**config.mk**
```make
export PLATFORM = sky130hd
export DESIGN_NAME = alu_exec_stage
export DESIGN_NICKNAME = d
export VERILOG_FILES = /design/src/rtl/alu_exec_stage.sv
export SDC_FILE = /design/constraint.sdc
export NUM_CORES = 1
export LEC_CHECK = 0
export CORE_MARGIN = 4
export CORE_UTILIZATION = 42
export DETAILED_ROUTE_END_ITERATION = 16
export PLACE_DENSITY = 0.67
export SLEW_MARGIN = 10
export SYNTH_ARGS = -nofsm -noshare
export SYNTH_HDL_FRONTEND = slang
export SYNTH_SLANG_ARGS = --single-unit
```
**constraint.sdc**
```tcl
create_clock -name clk -period 8.1 [get_ports clk]
set_input_delay 1.62 -clock clk [delete_from_list [all_inputs] [get_ports clk]]
set_output_delay 1.62 -clock clk [all_outputs]
set_load 0.01 [all_outputs]
```
**src/rtl/alu_exec_stage.sv**
```systemverilog
// ============================================================================
// alu_exec_stage : two-stage pipelined ALU execute unit, valid/ready on both sides
// Rev 1.0
// ============================================================================
`default_nettype none

module alu_exec_stage #(
    parameter int WIDTH = 32,
    parameter int RD_W  = 5
) (
    input  logic             clk,
    input  logic             rst,
    input  logic             in_valid,
    output logic             in_ready,
    input  logic [2:0]       ALUControl,
    input  logic [WIDTH-1:0] SrcA,
    input  logic [WIDTH-1:0] SrcB,
    input  logic [RD_W-1:0]  RdIn,
    input  logic             flush,
    output logic             out_valid,
    input  logic             out_ready,
    output logic [WIDTH-1:0] ALUResult,
    output logic             Zero,
    output logic             Negative,
    output logic             Carry,
    output logic             Overflow,
    output logic [RD_W-1:0]  RdOut,
    output logic             Illegal
);

    localparam int         MSB    = WIDTH - 1;
    localparam logic [2:0] OP_AND = 3'b000;
    localparam logic [2:0] OP_OR  = 3'b001;
    localparam logic [2:0] OP_ADD = 3'b010;
    localparam logic [2:0] OP_SUB = 3'b110;
    localparam logic [2:0] OP_SLT = 3'b111;

    logic             s1_valid_q;
    logic [2:0]       s1_ctrl_q;
    logic [WIDTH-1:0] s1_a_q;
    logic [WIDTH-1:0] s1_b_q;
    logic [RD_W-1:0]  s1_rd_q;

    logic             s2_valid_q;
    logic [WIDTH-1:0] result_q;
    logic             zero_q;
    logic             neg_q;
    logic             carry_q;
    logic             ovf_q;
    logic             illegal_q;
    logic [RD_W-1:0]  rd_q;

    logic             s2_adv;
    logic             s1_adv;
    logic [WIDTH:0]   sum;
    logic [WIDTH:0]   diff;
    logic [WIDTH-1:0] result_d;
    logic             carry_d;
    logic             ovf_d;
    logic             illegal_d;

    assign s2_adv   = !s2_valid_q || out_ready;
    assign s1_adv   = !s1_valid_q || s2_adv;
    assign in_ready = s1_adv;

    assign sum  = {1'b0, s1_a_q} + {1'b0, s1_b_q};
    assign diff = {1'b0, s1_a_q} - {1'b0, s1_b_q};

    // Unknown codes (including X/Z in simulation) fall through to default.
    always_comb begin
        result_d  = '0;
        carry_d   = 1'b0;
        ovf_d     = 1'b0;
        illegal_d = 1'b0;
        case (s1_ctrl_q)
            OP_ADD: begin
                result_d = sum[MSB:0];
                carry_d  = sum[WIDTH];
                ovf_d    = (s1_a_q[MSB] == s1_b_q[MSB]) && (sum[MSB] != s1_a_q[MSB]);
            end
            OP_SUB: begin
                result_d = diff[MSB:0];
                carry_d  = ~diff[WIDTH];
                ovf_d    = (s1_a_q[MSB] != s1_b_q[MSB]) && (diff[MSB] != s1_a_q[MSB]);
            end
            OP_AND:  result_d = s1_a_q & s1_b_q;
            OP_OR:   result_d = s1_a_q | s1_b_q;
            OP_SLT:  result_d = {{(WIDTH-1){1'b0}}, ($signed(s1_a_q) < $signed(s1_b_q))};
            default: illegal_d = 1'b1;
        endcase
    end

    always_ff @(posedge clk or negedge rst) begin
        if (!rst) begin
            s1_valid_q <= 1'b0;
            s1_ctrl_q  <= '0;
            s1_a_q     <= '0;
            s1_b_q     <= '0;
            s1_rd_q    <= '0;
        end else begin
            if (flush) begin
                s1_valid_q <= 1'b0;
            end else if (s1_adv) begin
                s1_valid_q <= in_valid;
            end
            if (s1_adv && in_valid) begin
                s1_ctrl_q <= ALUControl;
                s1_a_q    <= SrcA;
                s1_b_q    <= SrcB;
                s1_rd_q   <= RdIn;
            end
        end
    end

    // Output data only changes when a real op moves in, so it holds while empty.
    always_ff @(posedge clk or negedge rst) begin
        if (!rst) begin
            s2_valid_q <= 1'b0;
            result_q   <= '0;
            zero_q     <= 1'b1;
            neg_q      <= 1'b0;
            carry_q    <= 1'b0;
            ovf_q      <= 1'b0;
            illegal_q  <= 1'b0;
            rd_q       <= '0;
        end else begin
            if (flush) begin
                s2_valid_q <= 1'b0;
            end else if (s2_adv) begin
                s2_valid_q <= s1_valid_q;
            end
            if (s2_adv && s1_valid_q) begin
                result_q  <= result_d;
                zero_q    <= (result_d == '0);
                neg_q     <= result_d[MSB];
                carry_q   <= carry_d;
                ovf_q     <= ovf_d;
                illegal_q <= illegal_d;
                rd_q      <= s1_rd_q;
            end
        end
    end

    assign out_valid = s2_valid_q;
    assign ALUResult = result_q;
    assign Zero      = zero_q;
    assign Negative  = neg_q;
    assign Carry     = carry_q;
    assign Overflow  = ovf_q;
    assign Illegal   = illegal_q;
    assign RdOut     = rd_q;

endmodule

`default_nettype wire

```
Yosys cells after proc, flatten, opt, wreduce, memory -nomap -nowiden --
Cells that the tools add are included.
Cells by class: add/subtract/negate cells 2, $lt $le $gt $ge 1, equal/unequal tests 8, multiplexer cells 8, bitwise logic cells 3, reduce and logical (&&, ||, !) cells 13
Operators by type and width (count):
- 32-bit one-hot mux with 5 select lines | 1
- 32-bit by 32-bit adder with 33-bit output | 1
- 32-bit by 32-bit subtractor with 33-bit output | 1
- 32-bit bitwise AND | 1
- 32-bit zero test | 1
- 32-bit < comparator | 1
- 32-bit OR | 1
- 3-bit == test (second input constant) | 2
- 1-bit 2-to-1 mux | 5
- 5-bit OR reduction | 1
- 1-bit logical AND | 4
- 1-bit one-hot mux with 2 select lines | 2
- 2-bit nonzero test | 2
- 3-bit by 1-bit == test with 1-bit output (second input constant) | 1
- 3-bit by 2-bit == test with 1-bit output (second input constant) | 1
- 3-bit zero test | 1
- 1-bit inequality test | 3
- 1-bit zero test | 2
- 1-bit logical OR | 2
- 1-bit == test | 1
- 1-bit inverter | 1
Storage, ports and cells: flip-flop bits (word level) 116, input port bits 77, output and inout port bits 44, word-level logic and storage cells 48

Logic depth before layout (Yosys ltp) --
Gate-level depths: netlist of run 1.
word-level depth 5, gate-level depth with buffers 15, depth with buffers taken out 14

Least setup slack after synthesis of run 1 --
Ideal clock, no wire load.
kind input-to-reg, start input out_ready, end register zero_q, in the netlist Zero, setup time 97 ps, arrival time 3729 ps, required time 8003 ps, setup slack 4273 ps, stages on the path 11, path buffers 0, cells stage by stage nand2b_1 nand2_1 a21oi_1 o21ai_0 nor4_1 o2111a_1 nand4b_1 nor4_1 nand4_1 or4_1 o41ai_2
On the way: cells in the longest elaborated chain, start to end 2
Ends and longest elaborated chain:
- from (decl) | RTL line 21 | input logic out_ready,
- 1-bit logical OR | RTL line 62 | assign s2_adv = !s2_valid_q || out_ready;
- 1-bit logical AND | RTL line 132 | if (s2_adv && s1_valid_q) begin
- to (signal assigned) | RTL line 134 | zero_q <= (result_d == '0);
- to (decl) | RTL line 46 | logic zero_q;
No other way between the ends. A chain may end at the register's enable or synchronous reset.

Worst setup path after layout of run 1 --
start input out_ready, end output in_ready
On the way: cells in the longest elaborated chain, start to end 2
Ends and longest elaborated chain:
- 1-bit logical OR | RTL line 62
- 1-bit logical OR | RTL line 63 | assign s1_adv = !s1_valid_q || s2_adv;
- to (decl) | RTL line 14 | output logic in_ready,
No other way between the ends.

==> results.txt, run 1 <==
----------------------------------------------------
[Logic synthesis]
  Net count of the mapped netlist ... 1335
  Synth cell count leaders ... sky130_fd_sc_hd__nand2_1 (121), sky130_fd_sc_hd__dfrtp_1 (114), sky130_fd_sc_hd__ha_1 (103)
  Ranking of synthesized cells by area ... sky130_fd_sc_hd__dfrtp_1 (29%), sky130_fd_sc_hd__ha_1 (13%), sky130_fd_sc_hd__mux2_2 (9.1%), sky130_fd_sc_hd__nand2_1 (4.6%), sky130_fd_sc_hd__inv_1 (3.7%)
  Synth warn ... 0
  Seq cells post-synth ... 115
  Async SR Flop Fraction ... 1.000
  Yosys cell types ... 87
  Post-synth top area share ... 0.2884
  Mapped Cells ... 1153
  Most frequent cell after synthesis ... sky130_fd_sc_hd__nand2_1
  Post-synth EDFFs ... 0
  Most used flip-flop cell after synthesis ... sky130_fd_sc_hd__dfrtp_1
  Portion of the post-synthesis area used by sequential elements ... 0.2910
  Post-synth top area cell ... sky130_fd_sc_hd__dfrtp_1
  Mapped Area ... 9893 um^2
  Synthesized area per cell ... 8.580 um^2

[Drt]
  Number of design-rule violations left by the first detailed-router iteration ... 886
  Total number of vias ... 9039
  Detailed-route wire length ... 30500 um
  Wire length per cell after detailed routing ... 19.48 um
  DRC violations left ... 0
  First-pass DRT Iterations ... 5
  Per-cell via count in the routed design ... 5.772
  Remaining antenna violation count after routing ... 0

[Setup path]
  Required time of the critical path ... 6.48 ns
  Most frequent cell on the critical path ... sky130_fd_sc_hd__clkdlybuf4s50_1
  Crit path cell chain ... clkdlybuf4s50_1 > nor2b_1 > nand2_1 > clkdlybuf4s50_1
  Worst path max stage delay ... 0.52 ns
  Capturing element type of the critical path ... output pin
  Class of the most critical setup path ... in2out
  Worst-path fanout max ... 3
  Critical path buffer and inverter count ... 2
  Startpoint Class ... input port
  Gate family responsible for the most delay along the worst path ... buffers and inverters
  Worst endpoint data arrival time ... 2.91 ns
  Worst-path cell with the longest stage delay ... sky130_fd_sc_hd__clkdlybuf4s50_1

[GRT]
  Total routing resource utilization after global routing ... 0.2319
  Antenna violations before repair ... 0
  Maximum number of pins on one net before global-route repair ... 73
  Residual overflow from global routing ... 0
  First-pass GRT wire length ... 48530 um
  Vias in the first global route ... 8739

[Finish]
  Layout cells sized above 1 ... 0.1189
  Number of fill cells in the layout ... 2181
  Diode insertion count for antenna repair ... 0
  Nets@finish ... 1422
  FF+latch area ... 2879 um^2
  Area taken by multi-input logic gates ... 6357 um^2
  Signed area change from the synthesized netlist to the final layout ... 19.81%

[Timing]
  Final clock period utilization by the worst path ... 0.5589
  Hold Slack ... 0.4639 ns
  Post-route minimum period ... 4.527 ns
  Total negative slack ... 0 ns
  Setup skew after layout ... 0.02181 ns
  Setup repair after global routing missed its margin ... no
  Fmax achieved ... 220.9 MHz
  Tightest slew margin relative to the limit ... 0.2089
  Final setup violation count ... 0
  Hold Fails Final Rpt ... 0
  Final Slew Violations ... 0
  Slew at the pin closest to its max-slew limit ... 1.187 ns

[Clock network]
  Number of buffers on the longest clock path ... 2
  Hold-fix buffers at CTS ... 0
  Number of buffers created by CTS ... 17
  Worst skew pair latency ... 0.44 ns
  Clock input transition at the sequential cells of the worst setup and hold paths ... 0.07 ns
  Root buffer cell ... sky130_fd_sc_hd__clkbuf_16
  Post CTS Setup Buffer Count ... 0
  H-tree levels ... 4
  Clock Sink Count ... 115
  TritonCTS clock tree ... built
  Quantity of gates resized following cts ... 0

[Die]
  Height of the chip ... 161.5 um
  Full die area ... 26070 um^2
  Placeable core region ... 22920 um^2
  Top-Level Pins ... 121
  Site Rows ... 55
  Starting density of the core ... 0.4317
  Chip width ... 161.5 um

[Outcome]
  Outcome ... finished, final reports clean

[Power]
  Lkg Pwr ... 5.217 nW
  Areal power density over the cells ... 221.2 nW/um^2
  IR Drop Worst-Case VDD ... 0.1026 mV

[Placement]
  Number of buffer cells added on primary ports ... 120
  HPWL after detailed placement ... 22900 um
  Placer congestion estimate ... 0.9489

[Min path]
  Min-delay worst type ... reg2reg

[Run]
  Number of maximum-capacitance violations ... 0

----------------------------------------------------
[placed cells by master (no fill, tap or decap), types with 24 or more instances in the layout]
| cell | count |
|---|---|
| sky130_fd_sc_hd__nand2_1 | 120 |
| sky130_fd_sc_hd__clkdlybuf4s50_1 | 119 |
| sky130_fd_sc_hd__dfrtp_1 | 114 |
| sky130_fd_sc_hd__ha_1 | 103 |
| sky130_fd_sc_hd__inv_1 | 97 |
| sky130_fd_sc_hd__nor2_1 | 89 |
| sky130_fd_sc_hd__mux2_2 | 80 |
| sky130_fd_sc_hd__a21oi_1 | 71 |
| sky130_fd_sc_hd__o21ai_0 | 53 |
| sky130_fd_sc_hd__nor3_1 | 31 |
| sky130_fd_sc_hd__nand3_1 | 24 |
[registers in the layout, summed over array words and instances, names as in the netlist]
| register | flops |
|---|---|
| out_valid | 1 |
| s1_rd_q | 5 |
| Carry | 1 |
| RdOut | 5 |
| Zero | 1 |
| ALUResult | 32 |
| Illegal | 1 |
| s1_a_q | 32 |
| Overflow | 1 |
| s1_ctrl_q | 3 |
| s1_valid_q | 1 |
| s1_b_q | 32 |
[power by group]
part,total (mW),internal (mW),leakage (nW),switching (mW)
combinational,1.14,0.469,3.54,0.667
sequential,0.729,0.661,1.39,0.0679
clock,0.757,0.413,0.287,0.344
total,2.62,1.54,5.22,1.08
[worst paths after layout]
check,cells after the start,end,startpoint,slack (ns)
min,2,RdOut[1],s1_rd_q[1],0.46
max in group asynchronous,2,s1_ctrl_q[0],rst,5.60
max reg2reg,13,Zero,s1_a_q[3],3.82
min in group asynchronous,1,s1_b_q[17],rst,1.19
max,4,in_ready,out_ready,3.57
min reg2reg,2,RdOut[1],s1_rd_q[1],0.46
[stage by stage]
| step | instance area (um^2) | utilization | total power, mW | instances | setup WS (ns) |
|---|---|---|---|---|---|
| after detailed placement | 11260 | 0.4915 | 1.854 | 1534 | 3.505 |
| after global routing | 11850 | 0.5172 | 2.783 | 1566 | 3.527 |
| after floorplan | 9893 | - | 1.470 | 1153 | 4.273 |
| after global placement | 11260 | 0.4915 | 1.850 | 1534 | 3.625 |
| after CTS | 11850 | 0.5172 | 2.629 | 1566 | 3.575 |
| final | 11850 | 0.5172 | 2.622 | 1566 | 3.573 |
[routing by layer]
| layer | global-route usage | part of all wire | up-vias |
|---|---|---|---|
| li1 | - | - | 4295 |
| met4 | 0.07135 | 0.024 | 0 |
| met5 | 0 | 0 | - |
| met2 | 0.3758 | 0.47 | 327 |
| met1 | 0.3220 | 0.45 | 4367 |
| met3 | 0.03292 | 0.059 | 50 |
[worst register-to-register path, cell delays in order, from the launching register on]
cell	delay (ns)
sky130_fd_sc_hd__dfrtp_1	0.42
sky130_fd_sc_hd__inv_1	0.06
sky130_fd_sc_hd__ha_1	0.41
sky130_fd_sc_hd__and2_2	0.26
sky130_fd_sc_hd__o211a_1	0.20
sky130_fd_sc_hd__o21a_1	0.26
sky130_fd_sc_hd__a21boi_0	0.53
sky130_fd_sc_hd__nand2b_1	0.22
sky130_fd_sc_hd__a311oi_1	0.35
sky130_fd_sc_hd__a21oi_1	0.09
sky130_fd_sc_hd__xnor2_1	0.29
sky130_fd_sc_hd__o22ai_1	0.21
sky130_fd_sc_hd__or4_1	0.57
sky130_fd_sc_hd__o41ai_2	0.31
[cell families after synthesis]
kind of cell / share of synthesized area
AND/OR/NAND/NOR: 0.1681
AO/OA/AOI/OAI: 0.2177
buffers and inverters: 0.06715
flip-flops: 0.2910
adder cells (fa/ha/maj): 0.1343
multiplexers: 0.1032
XOR/XNOR: 0.01859
[cell type report]
cell class | instances | share of cell area
Multi-Input combinational cell | 879 | 0.5364
Sequential cell | 115 | 0.2429
Timing Repair Buffer | 129 | 0.1068
Clock buffer | 17 | 0.03589
Tap cell | 313 | 0.03304
Inverter | 98 | 0.03104
Clock inverter | 15 | 0.01393
Note: power is estimated with default switching activity, not from simulation.
==> run 2: changes to the inputs <==
--- a/config.mk
+++ b/config.mk
@@ -8,7 +8,7 @@
 export CORE_MARGIN = 4
 export CORE_UTILIZATION = 42
 export DETAILED_ROUTE_END_ITERATION = 16
-export PLACE_DENSITY = 0.67
+export PLACE_DENSITY = 0.69
 export SLEW_MARGIN = 10
 export SYNTH_ARGS = -nofsm -noshare
 export SYNTH_HDL_FRONTEND = slang
==> constraint.sdc (replaced) <==
create_clock -name clk -period 3.8 [get_ports clk]
set_input_delay 0.76 -clock clk [delete_from_list [all_inputs] [get_ports clk]]
set_output_delay 0.76 -clock clk [all_outputs]
set_load 0.01 [all_outputs]
==> results.txt, run 2 (synthesis gave the netlist of run 1 again) <==
----------------------------------------------------
[Finish]
  Nets@finish ... 1598 (+12%)
  Util after Layout ... 0.5922 (+0.07497)
  Layout Cells excl Fill ... 1742 (+11%)
  Area taken by multi-input logic gates ... 6694 um^2 (+5.3%)
  Signed area change from the synthesized netlist to the final layout ... 37.17%
  Diode insertion count for antenna repair ... 0 (unchanged)
  Most frequent cells in the layout ... sky130_fd_sc_hd__buf_4 (180), sky130_fd_sc_hd__nand2_1 (120), sky130_fd_sc_hd__clkdlybuf4s50_1 (119)
  Most common library cell in the layout ignoring fill and taps ... sky130_fd_sc_hd__buf_4
  Layout cells sized above 1 ... 0.2680 (+0.1491)
  FF+latch area ... 2880 um^2 (about the same)
  Number of fill cells in the layout ... 2027 (-7.1%)
  Finished Cell Area ... 13570 um^2 (+14%)

[Drt]
  DRC violations left ... 0 (unchanged)
  Wire length per cell after detailed routing ... 18.64 um (-4.3%)
  Remaining antenna violation count after routing ... 0 (unchanged)
  Total number of vias ... 9732 (+7.7%)
  First-pass DRT Iterations ... 5 (unchanged)
  Detailed-route wire length ... 32470 um (+6.5%)
  Number of design-rule violations left by the first detailed-router iteration ... 741 (-16%)
  Per-cell via count in the routed design ... 5.587 (-3.2%)

[Placement]
  Placed insts ... 1689 (+10%)
  HPWL after detailed placement ... 24660 um (+7.7%)
  Number of buffer cells added on primary ports ... 120 (unchanged)
  Placer congestion estimate ... 0.9722 (+2.5%)
  Standard cell area after detailed placement ... 12490 um^2 (+11%)

[Setup path]
  Worst reg2reg setup slack ... -0.04 ns (-3.86 ns)
  Class of the most critical setup path ... reg2reg
  Worst-path fanout max ... 4 (+1)
  Capturing element type of the critical path ... flip-flop
  CP startpoint ... s1_a_q[1]
  Required time of the critical path ... 4.13 ns (-2.35 ns)
  Endpoint of the lowest-slack register-to-register path ... Zero
  Worst endpoint data arrival time ... 4.18 ns (+1.27 ns)
  Startpoint Class ... flip-flop
  RR Startpoint ... s1_a_q[1]
  Cell depth of the worst flop-to-flop path ... 16 (+3)

[Die]
  Site Rows ... 55 (unchanged)
  Height of the chip ... 161.5 um (unchanged)
  Top-Level Pins ... 121 (unchanged)
  Full die area ... 26070 um^2 (unchanged)
  Starting density of the core ... 0.4317 (unchanged)
  Placeable core region ... 22920 um^2 (unchanged)
  Chip width ... 161.5 um (unchanged)

[GRT]
  Maximum number of pins on one net before global-route repair ... 80 (+9.6%)
  Residual overflow from global routing ... 0 (unchanged)
  Vias in the first global route ... 9753 (+12%)
  First-pass GRT wire length ... 51870 um (+6.9%)
  Antenna violations before repair ... 0 (unchanged)
  Total routing resource utilization after global routing ... 0.2468 (+0.01486)

[Run]
  Number of maximum-capacitance violations ... 0 (unchanged)

[Clock network]
  Worst skew pair latency ... 0.43 ns (about the same)
  TritonCTS clock tree ... built
  Number of buffers on the longest clock path ... 2 (unchanged)
  Clock Sink Count ... 115 (unchanged)
  H-tree levels ... 4 (unchanged)
  Number of buffers created by CTS ... 17 (unchanged)
  Clock input transition at the sequential cells of the worst setup and hold paths ... 0.07 ns (about the same)
  Root buffer cell ... sky130_fd_sc_hd__clkbuf_16

[Timing]
  Final Slew Violations ... 0 (unchanged)
  Fmax achieved ... 260.1 MHz
  Final clock period utilization by the worst path ... 1.012
  Setup repair after global routing missed its margin ... yes
  Slew at the pin closest to its max-slew limit ... 0.8846 ns (-0.3021 ns)
  Setup skew after layout ... 0.01291 ns (-0.008907 ns)
  Tightest slew margin relative to the limit ... 0.4081 (+0.1992)
  Hold Fails Final Rpt ... 0 (unchanged)
  Final setup violation count ... 1 (+1)
  Post-route minimum period ... 3.845 ns
  Total negative slack ... -0.04467 ns (-0.04467 ns)
  PnR worst setup slack ... -0.04467 ns (-3.617 ns)

[Min path]
  Min-delay worst type ... in2async

[Power]
  Share of power burned in the clock network ... 0.260 (-0.029)
  Fraction of power spent switching nets ... 0.3987 (-0.01268)
  IR Drop Worst-Case VDD ... 0.2530 mV (+150%)
  Switching component of the power ... 2.467 mW (+130%)
  Internal power ... 3.721 mW (+140%)
  Power, Total ... 6.188 mW (+140%)
  Lkg Pwr ... 6.109 nW (+17%)
  Sequential share of power ... 0.248 (-0.030)
  Combinational group share of total power ... 0.492 (+0.059)
  Areal power density over the cells ... 456.0 nW/um^2 (+110%)

[Outcome]
  Outcome ... finished with violations
  Violations in the final reports ... setup timing

----------------------------------------------------
[run 2: routing by layer]
metal	global-route usage	vias to the layer above	part of all wire
met1	0.3269	4714	0.44
met2	0.4140	302	0.48
met3	0.04261	62	0.053
met5	0	-	0
li1	-	4654	-
met4	0.07367	0	0.025
[run 2: how the worst max path moves through the flow]
stage,end,slack [ns],cells after the start
after CTS,Zero,0.008,13
final,Zero,-0.04,16
after global routing,Zero,-0.23,14
after floorplan,Zero,0.25,13
after global placement,Zero,-0.13,14
after detailed placement,Zero,-0.21,15
[run 2: power by group through the flow]
stage                     sequential (mW)  clock (mW)  combinational [mW]
after floorplan                      1.59           0                1.54
after global placement               1.55           0                2.81
after detailed placement             1.56           0                2.82
after CTS                            1.54        1.65                2.88
after global routing                 1.56        1.70                3.29
final                                1.54        1.61                3.04
[run 2: cell type report]
| cell class | instances | share of cell area |
|---|---|---|
| inverter | 98 | 0.02738 |
| multi-input combinational | 879 | 0.4933 |
| sequential | 115 | 0.2122 |
| clock inverter | 15 | 0.01134 |
| clock buffer | 17 | 0.03135 |
| tap | 313 | 0.02886 |
| timing repair buffer | 305 | 0.1956 |
[run 2: through the flow]
step	setup slack (ns)	hold WS, ns
finish	-0.04467	0.2974
global route	-0.2347	0.3376
CTS	0.008303	0.3092
detailed placement	-0.2094	0.4540
global placement	-0.1260	0.4407
floorplan	0.2491	0.4331
[run 2: critical path, stage by stage (launching register included)]
cell,delay [ns]
sky130_fd_sc_hd__dfrtp_1,0.41
sky130_fd_sc_hd__buf_6,0.14
sky130_fd_sc_hd__ha_4,0.14
sky130_fd_sc_hd__o21bai_4,0.16
sky130_fd_sc_hd__o211ai_1,0.45
sky130_fd_sc_hd__buf_4,0.23
sky130_fd_sc_hd__a21oi_4,0.05
sky130_fd_sc_hd__buf_4,0.13
sky130_fd_sc_hd__o211ai_1,0.33
sky130_fd_sc_hd__nand2_1,0.18
sky130_fd_sc_hd__a21boi_2,0.16
sky130_fd_sc_hd__buf_4,0.12
sky130_fd_sc_hd__o2111ai_2,0.14
sky130_fd_sc_hd__a2bb2oi_2,0.20
sky130_fd_sc_hd__nand4_1,0.10
sky130_fd_sc_hd__or4_4,0.50
sky130_fd_sc_hd__o41ai_4,0.28
[run 2: timing repair]
action | CTS | global route
hold buffers | 0 | 0
setup buffers | 7 | 15
resized for setup | 16 | 57
hold endpoints to repair | 0 | 0
endpoints found under the setup margin | 1 | 2
pin swaps | 15 | 33
==> run 3: changes to the inputs <==
--- a/config.mk
+++ b/config.mk
@@ -8,6 +8,7 @@
 export CORE_MARGIN = 4
 export CORE_UTILIZATION = 42
 export DETAILED_ROUTE_END_ITERATION = 16
+export MAX_ROUTING_LAYER = met4
 export PLACE_DENSITY = 0.69
 export SLEW_MARGIN = 10
 export SYNTH_ARGS = -nofsm -noshare
==> results.txt, run 3 (synthesis gave the netlist of run 1 again) <==
----------------------------------------------------
[GRT]
  Antenna violations before repair ... 0 (unchanged)
  Residual overflow from global routing ... 0 (unchanged)
  First-pass GRT wire length ... 52650 um (+1.5%)
  Total routing resource utilization after global routing ... 0.2595 (+0.01272)
  Maximum number of pins on one net before global-route repair ... 77 (-3.8%)
  Vias in the first global route ... 9699 (-0.55%)

[Drt]
  Routed length on met3 ... 1948 um (+12%)
  Detailed route wirelength on metal2 ... 15940 um (+2.5%)
  Highest routed layer ... met4
  Remaining antenna violation count after routing ... 0 (unchanged)
  First-pass DRT Iterations ... 5 (unchanged)
  Met1 Routed Length ... 14270 um (-0.65%)
  Number of design-rule violations left by the first detailed-router iteration ... 763 (+3.0%)
  Total number of vias ... 9791 (+0.61%)
  Per-cell via count in the routed design ... 5.592 (about the same)
  Detailed-route wire length ... 32980 um (+1.6%)
  Wire length per cell after detailed routing ... 18.83 um (+1.0%)
  DRC violations left ... 0 (unchanged)

[Power]
  IR Drop Worst-Case VDD ... 0.3154 mV (+25%)
  Lkg Pwr ... 6.168 nW (+0.96%)
  Power, Total ... 6.233 mW (+0.73%)
  Areal power density over the cells ... 459.3 nW/um^2 (+0.73%)

[Setup path]
  RR Startpoint ... s1_a_q[1]
  Class of the most critical setup path ... reg2reg
  Capturing element type of the critical path ... flip-flop
  Worst endpoint data arrival time ... 4.08 ns (-0.10 ns)
  Worst reg2reg setup slack ... 0.07 ns (+0.11 ns)
  Endpoint of the lowest-slack register-to-register path ... Zero
  Startpoint Class ... flip-flop
  Worst-path fanout max ... 4 (unchanged)
  Cell depth of the worst flop-to-flop path ... 15 (-1)
  Required time of the critical path ... 4.14 ns (about the same)

[Finish]
  Most common library cell in the layout ignoring fill and taps ... sky130_fd_sc_hd__buf_4
  Diode insertion count for antenna repair ... 0 (unchanged)
  Most frequent cells in the layout ... sky130_fd_sc_hd__buf_4 (190), sky130_fd_sc_hd__nand2_1 (120), sky130_fd_sc_hd__clkdlybuf4s50_1 (119)
  Layout cells sized above 1 ... 0.2636 (-0.004459)
  Signed area change from the synthesized netlist to the final layout ... 37.17% (unchanged)
  Nets@finish ... 1607 (+0.56%)

[Clock network]
  Root buffer cell ... sky130_fd_sc_hd__clkbuf_16
  Number of buffers created by CTS ... 17 (unchanged)
  Worst skew pair latency ... 0.44 ns (about the same)
  Hold-fix buffers at CTS ... 0 (unchanged)
  Number of buffers on the longest clock path ... 2 (unchanged)
  Clock Sink Count ... 115 (unchanged)
  H-tree levels ... 4 (unchanged)
  TritonCTS clock tree ... built
  Clock input transition at the sequential cells of the worst setup and hold paths ... 0.07 ns (about the same)

[Die]
  Site Rows ... 55 (unchanged)
  Placeable core region ... 22920 um^2 (unchanged)
  Height of the chip ... 161.5 um (unchanged)
  Top-Level Pins ... 121 (unchanged)
  Full die area ... 26070 um^2 (unchanged)
  Chip width ... 161.5 um (unchanged)
  Starting density of the core ... 0.4317 (unchanged)

[Timing]
  Hold Fails Final Rpt ... 0 (unchanged)
  Slew at the pin closest to its max-slew limit ... 0.7624 ns (-0.1222 ns)
  Final Slew Violations ... 0 (unchanged)
  Final clock period utilization by the worst path ... 0.9819 (-0.02984)
  Post-route minimum period ... 3.731 ns (-0.1134 ns)
  Fmax achieved ... 268.0 MHz (+3.0%)
  Setup skew after layout ... 0.01319 ns (+0.0002842 ns)
  Tightest slew margin relative to the limit ... 0.4898 (+0.08177)
  Setup repair after global routing missed its margin ... yes
  Total negative slack ... 0 ns (+0.04467 ns)
  Final setup violation count ... 0 (-1)

[Placement]
  Placer congestion estimate ... 0.9892 (+1.7%)
  Number of buffer cells added on primary ports ... 120 (unchanged)
  HPWL after detailed placement ... 25390 um (+3.0%)

[Outcome]
  Outcome ... finished, final reports clean

[Run]
  Number of maximum-capacitance violations ... 0 (unchanged)

[Min path]
  Min-delay worst type ... in2async

----------------------------------------------------
## run 3: critical path: stages, from the launching register on
cell and delay [ns]:
sky130_fd_sc_hd__dfrtp_1 0.38, sky130_fd_sc_hd__inv_2 0.05, sky130_fd_sc_hd__ha_1 0.30, sky130_fd_sc_hd__o21bai_1 0.24
sky130_fd_sc_hd__o211ai_1 0.22, sky130_fd_sc_hd__buf_4 0.20, sky130_fd_sc_hd__o31a_1 0.25, sky130_fd_sc_hd__o221ai_2 0.19
sky130_fd_sc_hd__xnor2_2 0.12, sky130_fd_sc_hd__a221oi_2 0.27, sky130_fd_sc_hd__buf_4 0.15, sky130_fd_sc_hd__nand4b_1 0.17
sky130_fd_sc_hd__nor4_4 0.26, sky130_fd_sc_hd__nand4_1 0.13, sky130_fd_sc_hd__or4_4 0.50, sky130_fd_sc_hd__o41ai_2 0.21
## run 3: where the power goes
group | total, mW | leakage [nW] | internal [mW] | switching [mW]
logic | 3.06 | 4.50 | 1.45 | 1.61
clock network | 1.64 | 0.281 | 0.878 | 0.758
registers | 1.53 | 1.38 | 1.41 | 0.124
## run 3: worst max-delay path by stage
stage,from,endpoint,slack [ns],cells after the start
after floorplan,s1_a_q[8],Zero,0.25,13
final,s1_a_q[1],Zero,0.07,15
after detailed placement,s1_a_q[0],Zero,-0.37,15
after CTS,s1_b_q[11],Zero,0.002,15
after global placement,s1_a_q[0],Zero,-0.36,15
after global routing,s1_a_q[1],Zero,-0.11,15
## run 3: area by class of cell
type,instances,area (um^2)
clock buffer,17,425.4
clock inverter,15,156.4
sequential,115,2880
inverter,98,367.9
tap,313,391.6
fill,2090,9345
multi-input combinational,879,6640
timing repair buffer,314,2709
## run 3: repair_timing
action	in CTS	in global routing
pin swaps	18	30
gates resized for setup	24	32
setup buffers	6	7
setup endpoints to repair	1	3
hold endpoints to repair	0	0
## run 3: through the flow
step | area [um^2] | utilization | hold slack (ns) | std cells | setup WS [ns]
2_1_floorplan | 9893 | - | 0.4331 | 1153 | 0.2491
3_3_place_gp | 12610 | 0.5503 | 0.4417 | 1707 | -0.3550
3_5_place_dp | 12610 | 0.5503 | 0.4527 | 1707 | -0.3705
4_1_cts | 13340 | 0.5821 | 0.3179 | 1744 | 0.002192
5_1_grt | 13570 | 0.5922 | 0.3501 | 1751 | -0.1100
6_report | 13570 | 0.5922 | 0.2946 | 1751 | 0.06873
## run 3: per-layer routing
metal,vias up,track usage
li1,4662,-
met1,4699,0.3321
met2,375,0.4264
met3,55,0.03623
met4,0,0.08375
met5,-,-
